`src/rtl/mem_port_arbiter_pkg.sv`:
```
// ============================================================================
// Module      : mem_port_arbiter_pkg
// Description : Shared state encoding, port indices and round-robin pick.
// Revision    : 1.0 - initial release
// ============================================================================
`default_nettype none

package mem_port_arbiter_pkg;

    localparam logic [1:0] IDLE = 2'd0;
    localparam logic [1:0] BUSY = 2'd1;
    localparam logic [1:0] RESP = 2'd2;

    localparam logic PORT_IFETCH = 1'b0;
    localparam logic PORT_DATA   = 1'b1;

    // On a tie the port that was not served last wins.
    function automatic logic rr_pick(input logic req0, input logic req1, input logic last);
        if (req0 && req1) begin
            return ~last;
        end else if (req1) begin
            return PORT_DATA;
        end else begin
            return PORT_IFETCH;
        end
    endfunction

endpackage

`default_nettype wire

```
`src/rtl/mux_2d.sv`:
```
// ============================================================================
// Module      : mux_2d
// Description : Two-input, parameterised-width steering multiplexer.
// Revision    : 1.0 - initial release
// ============================================================================
`default_nettype none

module mux_2d #(
    parameter int WIDTH = 1
) (
    input  logic [WIDTH-1:0] d0_i,
    input  logic [WIDTH-1:0] d1_i,
    input  logic             sel_i,
    output logic [WIDTH-1:0] y_o
);

    assign y_o = sel_i ? d1_i : d0_i;

endmodule

`default_nettype wire

```
`src/rtl/mem_port_arbiter.sv`:
```
// ============================================================================
// Module      : mem_port_arbiter
// Description : Round-robin arbiter sharing one memory between fetch and data.
// Revision    : 1.0 - initial release
// ============================================================================
`default_nettype none

module mem_port_arbiter
    import mem_port_arbiter_pkg::*;
#(
    parameter int W  = 32,
    parameter int AW = 32
) (
    input  logic          clk,
    input  logic          rst_n,
    input  logic          req0,
    input  logic [AW-1:0] addr0,
    input  logic          we0,
    input  logic [W-1:0]  wdata0,
    input  logic          req1,
    input  logic [AW-1:0] addr1,
    input  logic          we1,
    input  logic [W-1:0]  wdata1,
    output logic          gnt0,
    output logic          gnt1,
    output logic          done0,
    output logic          done1,
    output logic [W-1:0]  rdata,
    output logic          mux_ctl,
    output logic          mem_req,
    output logic [AW-1:0] mem_addr,
    output logic          mem_we,
    output logic [W-1:0]  mem_wdata,
    input  logic          mem_ack,
    input  logic [W-1:0]  mem_rdata
);

    logic [1:0]   state_q, state_d;
    logic         owner_q, owner_d;
    logic         last_q,  last_d;
    logic [W-1:0] rdata_q, rdata_d;

    logic w_busy;
    logic w_resp;
    logic w_sel_we;

    always_comb begin
        state_d = state_q;
        owner_d = owner_q;
        last_d  = last_q;
        rdata_d = rdata_q;
        case (state_q)
            IDLE: begin
                if (req0 || req1) begin
                    owner_d = rr_pick(req0, req1, last_q);
                    state_d = BUSY;
                end
            end
            BUSY: begin
                if (mem_ack) begin
                    rdata_d = mem_rdata;
                    last_d  = owner_q;
                    state_d = RESP;
                end
            end
            RESP: begin
                state_d = IDLE;
            end
            default: begin
                state_d = IDLE;
            end
        endcase
    end

    always_ff @(posedge clk or negedge rst_n) begin
        if (!rst_n) begin
            state_q <= IDLE;
            owner_q <= PORT_IFETCH;
            last_q  <= PORT_DATA;
            rdata_q <= '0;
        end else begin
            state_q <= state_d;
            owner_q <= owner_d;
            last_q  <= last_d;
            rdata_q <= rdata_d;
        end
    end

    assign w_busy = (state_q == BUSY);
    assign w_resp = (state_q == RESP);

    // Grant covers the whole ownership window, done only the response cycle.
    assign gnt0    = (w_busy || w_resp) && (owner_q == PORT_IFETCH);
    assign gnt1    = (w_busy || w_resp) && (owner_q == PORT_DATA);
    assign done0   = w_resp && (owner_q == PORT_IFETCH);
    assign done1   = w_resp && (owner_q == PORT_DATA);
    assign rdata   = rdata_q;
    assign mux_ctl = owner_q;
    assign mem_req = w_busy;
    assign mem_we  = w_sel_we && w_busy;

    mux_2d #(.WIDTH(AW)) u_addr_mux (
        .d0_i  (addr0),
        .d1_i  (addr1),
        .sel_i (mux_ctl),
        .y_o   (mem_addr)
    );

    mux_2d #(.WIDTH(W)) u_wdata_mux (
        .d0_i  (wdata0),
        .d1_i  (wdata1),
        .sel_i (mux_ctl),
        .y_o   (mem_wdata)
    );

    mux_2d #(.WIDTH(1)) u_we_mux (
        .d0_i  (we0),
        .d1_i  (we1),
        .sel_i (mux_ctl),
        .y_o   (w_sel_we)
    );

endmodule

`default_nettype wire

```
`config.mk`:
```
export PLATFORM = sky130hd
export DESIGN_NAME = mem_port_arbiter
export DESIGN_NICKNAME = d
export VERILOG_FILES = /design/src/rtl/mem_port_arbiter_pkg.sv /design/src/rtl/mux_2d.sv /design/src/rtl/mem_port_arbiter.sv
export SDC_FILE = /design/constraint.sdc
export NUM_CORES = 1
export LEC_CHECK = 0
export CORE_AREA = 2 2 105 107
export DETAILED_ROUTE_END_ITERATION = 6
export DIE_AREA = 0 0 107 109
export PLACE_DENSITY_LB_ADDON = 0.25
export SYNTH_ARGS = -nofsm -noshare
export SYNTH_HDL_FRONTEND = slang
export SYNTH_SLANG_ARGS = --single-unit
```
`constraint.sdc`:
```
create_clock -name clk -period 1.9 [get_ports clk]
set_input_delay 0.38 -clock clk [delete_from_list [all_inputs] [get_ports clk]]
set_output_delay 0.38 -clock clk [all_outputs]
set_load 0.02 [all_outputs]
```
==> flow_summary.yaml <==
run_status:
  status: "complete, but fails checks"
  violations: "setup timing"
final_layout:
  syn_to_final_growth_pct: 132.1
  fin_cells: 607
  final_util_pct: 52.53
  finalInstanceArea_sq_mm: 0.005569
  final_layout_size_suffix_gt1_share_pct: 45.40
  finalNetCount: 637
  mostFrequentLayoutCells: "clkdlybuf4s50_1, mux2_2, mux2_4"
  n_antenna_cell: 0
  final_common_cell: "clkdlybuf4s50_1"
  fillers: 964
timing:
  worstMarginPinSlew_ps: 447.1
  worst_slack_ps: -125.6
  fin_skew_ps: 13.16
  holdWs_ps: 23.98
  tns_ps: -1033
  fmax_ghz: 0.4937
  setup_viol: 26
  drv_slew: 0
  hold_violations: 0
  min_period_over_period_pct: 106.6
  final.min_clock_period_ps: 2026
  relSlewSlack_pct: 70.19
  rsz0062_at_grt: "yes"
routing:
  wl_per_cell_um: 16.96
  top_layer_used: "met4"
  drt_pass1_iterations: 4
  routed_via_density: 4.142
  finalWirelength_mm: 10.29
  ant_nets: 0
  drc: 0
  route.met3.wl_um: 962
  wl_met1_mm: 3.668
  wl_met2_mm: 5.446
  via_count: 2514
  first_iter_violations: 38
worst_setup_path:
  crit_family: "buffers and inverters"
  start_kind: "flip-flop"
  cp_slowest_cell: "dfrtp_2"
  worstSetupEndpointType: "output port"
  cp_common_cell: "buf_6"
  path_class: "reg2out"
  critPathRequiredTime_ps: 1520
  cp_num_buf_inv: 5
  crit_arrival_ps: 1650
  critical_path_peak_fanout: 7
  cpPeakStageDelay_ps: 440
  cp_cell_sequence: "buf_6 > buf_12 > buf_16 > buf_6 > mux2_4 > buf_6"
power_and_ir_drop:
  clkPwrFrac_pct: 6.9
  switching_share_pct: 38.44
  p_switching_mw: 3.038
  power.total_mw: 7.905
  leakage_nw: 2.512
  peakVddDrop_uv: 754.8
  power_density_mw_per_mm2: 1420
  seq_power_share_pct: 17.9
  comb_power_share_pct: 75.2
  internal_power_mw: 4.867
global_routing:
  first_global_vias: 2643
  antenna_found_initial: 0
  grt_usage_pct: 16.04
  overflow: 0
  grt_max_degree: 20
  grt_pass1_wl_mm: 14.35
die:
  rows: 38
  dieArea_sq_mm: 0.01166
  die_y_um: 109
  core_sq_mm: 0.01060
  die_w_um: 107
  start_util_pct: 22.63
  pin_count: 270
synthesis:
  yosysTopAreaCell: "dfrtp_1"
  synth.top_cells.by_area: "dfrtp_1, mux2_2, mux2_4"
  ys_seq_area_share_pct: 37.59
  synthCells: 167
  synth-seq-cells: 36
  synth_warnings: 0
  syn_area_sq_mm: 0.002400
  synth.distinct_cells: 19
  netlist.area_leader.share_pct: 36.50
  avgSynthCellArea_sq_um: 14.37
  syn-num-nets: 338
cts:
  cts_tree: "done"
  holdBufCountCts: 0
  clock_path_buffers: 2
  cts-buffers-inserted: 5
  numClockSinks: 36
  clk_pin_slew_worst_paths_ps: 80
  h-tree-depth: 2
  root_buffer: "clkbuf_8"
  insertion_delay_ps: 290
worst_hold_path:
  min_path_type: "in2async"
run:
  cap_viol_max_count: 0
placement:
  dp_cells: 578
  portBuffers: 269
  place_area_sq_mm: 0.005300
  dp_slack_ps: -154.1
  dp_hpwl_mm: 8.147
  place_congestion: 0.7428
metal layers:
layer	vias up	GRT usage, %
met4	0	5.009
met1	1161	16.94
met2	140	30.25
li1	1198	-
met5	-	0
met3	15	5.140
worst paths after layout:
kind	from	to	slack, ps	cells after the start
max	mux_ctl	mem_addr[10]	-130	6
min	rst_n	rdata[16]	20	1
max reg2reg	state_q[0]	rdata[11]	250	6
min reg2reg	rdata[7]	rdata[7]	510	1
max in group asynchronous	rst_n	rdata[2]	1340	2
min in group clk	rdata[7]	rdata[7]	510	1
cell type report:
type	instances	area, sq um	area share [%]
timing repair buffer	303	2980	53.52
clock inverter	3	18.77	0.3370
inverter	2	7.507	0.1348
multi-input combinational	118	1415	25.41
clock buffer	5	68.82	1.236
tap	140	175.2	3.145
sequential	36	903.4	16.22
cells by family (layout without fill, tap and decap cells):
| kind of cell | after synthesis | after routing | share of synthesized area, % |
|---|---|---|---|
| flops | 36 | 36 | 37.59 |
| fa+ha+maj | 4 | 4 | 2.086 |
| buf+inv | 13 | 313 | 5.475 |
| simple gates | 11 | 11 | 2.711 |
| compound gates | 5 | 5 | 1.512 |
| mux | 98 | 98 | 50.63 |
what timing repair did:
item | 4_1_cts | 5_1_grt
endpoints found under the setup margin | 71 | 52
gates resized for setup | 319 | 60
cloned | 3 | 1
setup buffers | 13 | 9
power groups by stage:
stage	logic, mW	registers, mW	clock network [mW]
final	5.95	1.41	0.545
after CTS	5.79	1.41	0.574
after detailed placement	5.44	1.42	0
after global placement	5.40	1.42	0
after floorplan	2.62	1.83	0
after global routing	6.25	1.47	0.594
sequential cells by signal (all words and copies together) (netlist names):
signal   flops
rdata       32
state_q      2
last_q       1
mux_ctl      1
cell usage after synthesis:
cell type	number
a21oi_1	1
nor2b_1	3
and2b_1	1
a32o_1	1
inv_1	2
nand2_1	2
o21ai_0	1
mux2i_1	1
nand2_4	1
a311oi_1	1
nor2_1	2
ha_1	4
mux2_4	30
dfrtp_1	35
o21a_1	1
and2_1	2
buf_6	11
mux2_2	67
dfstp_2	1
Power figures use the tool's default switching activity.
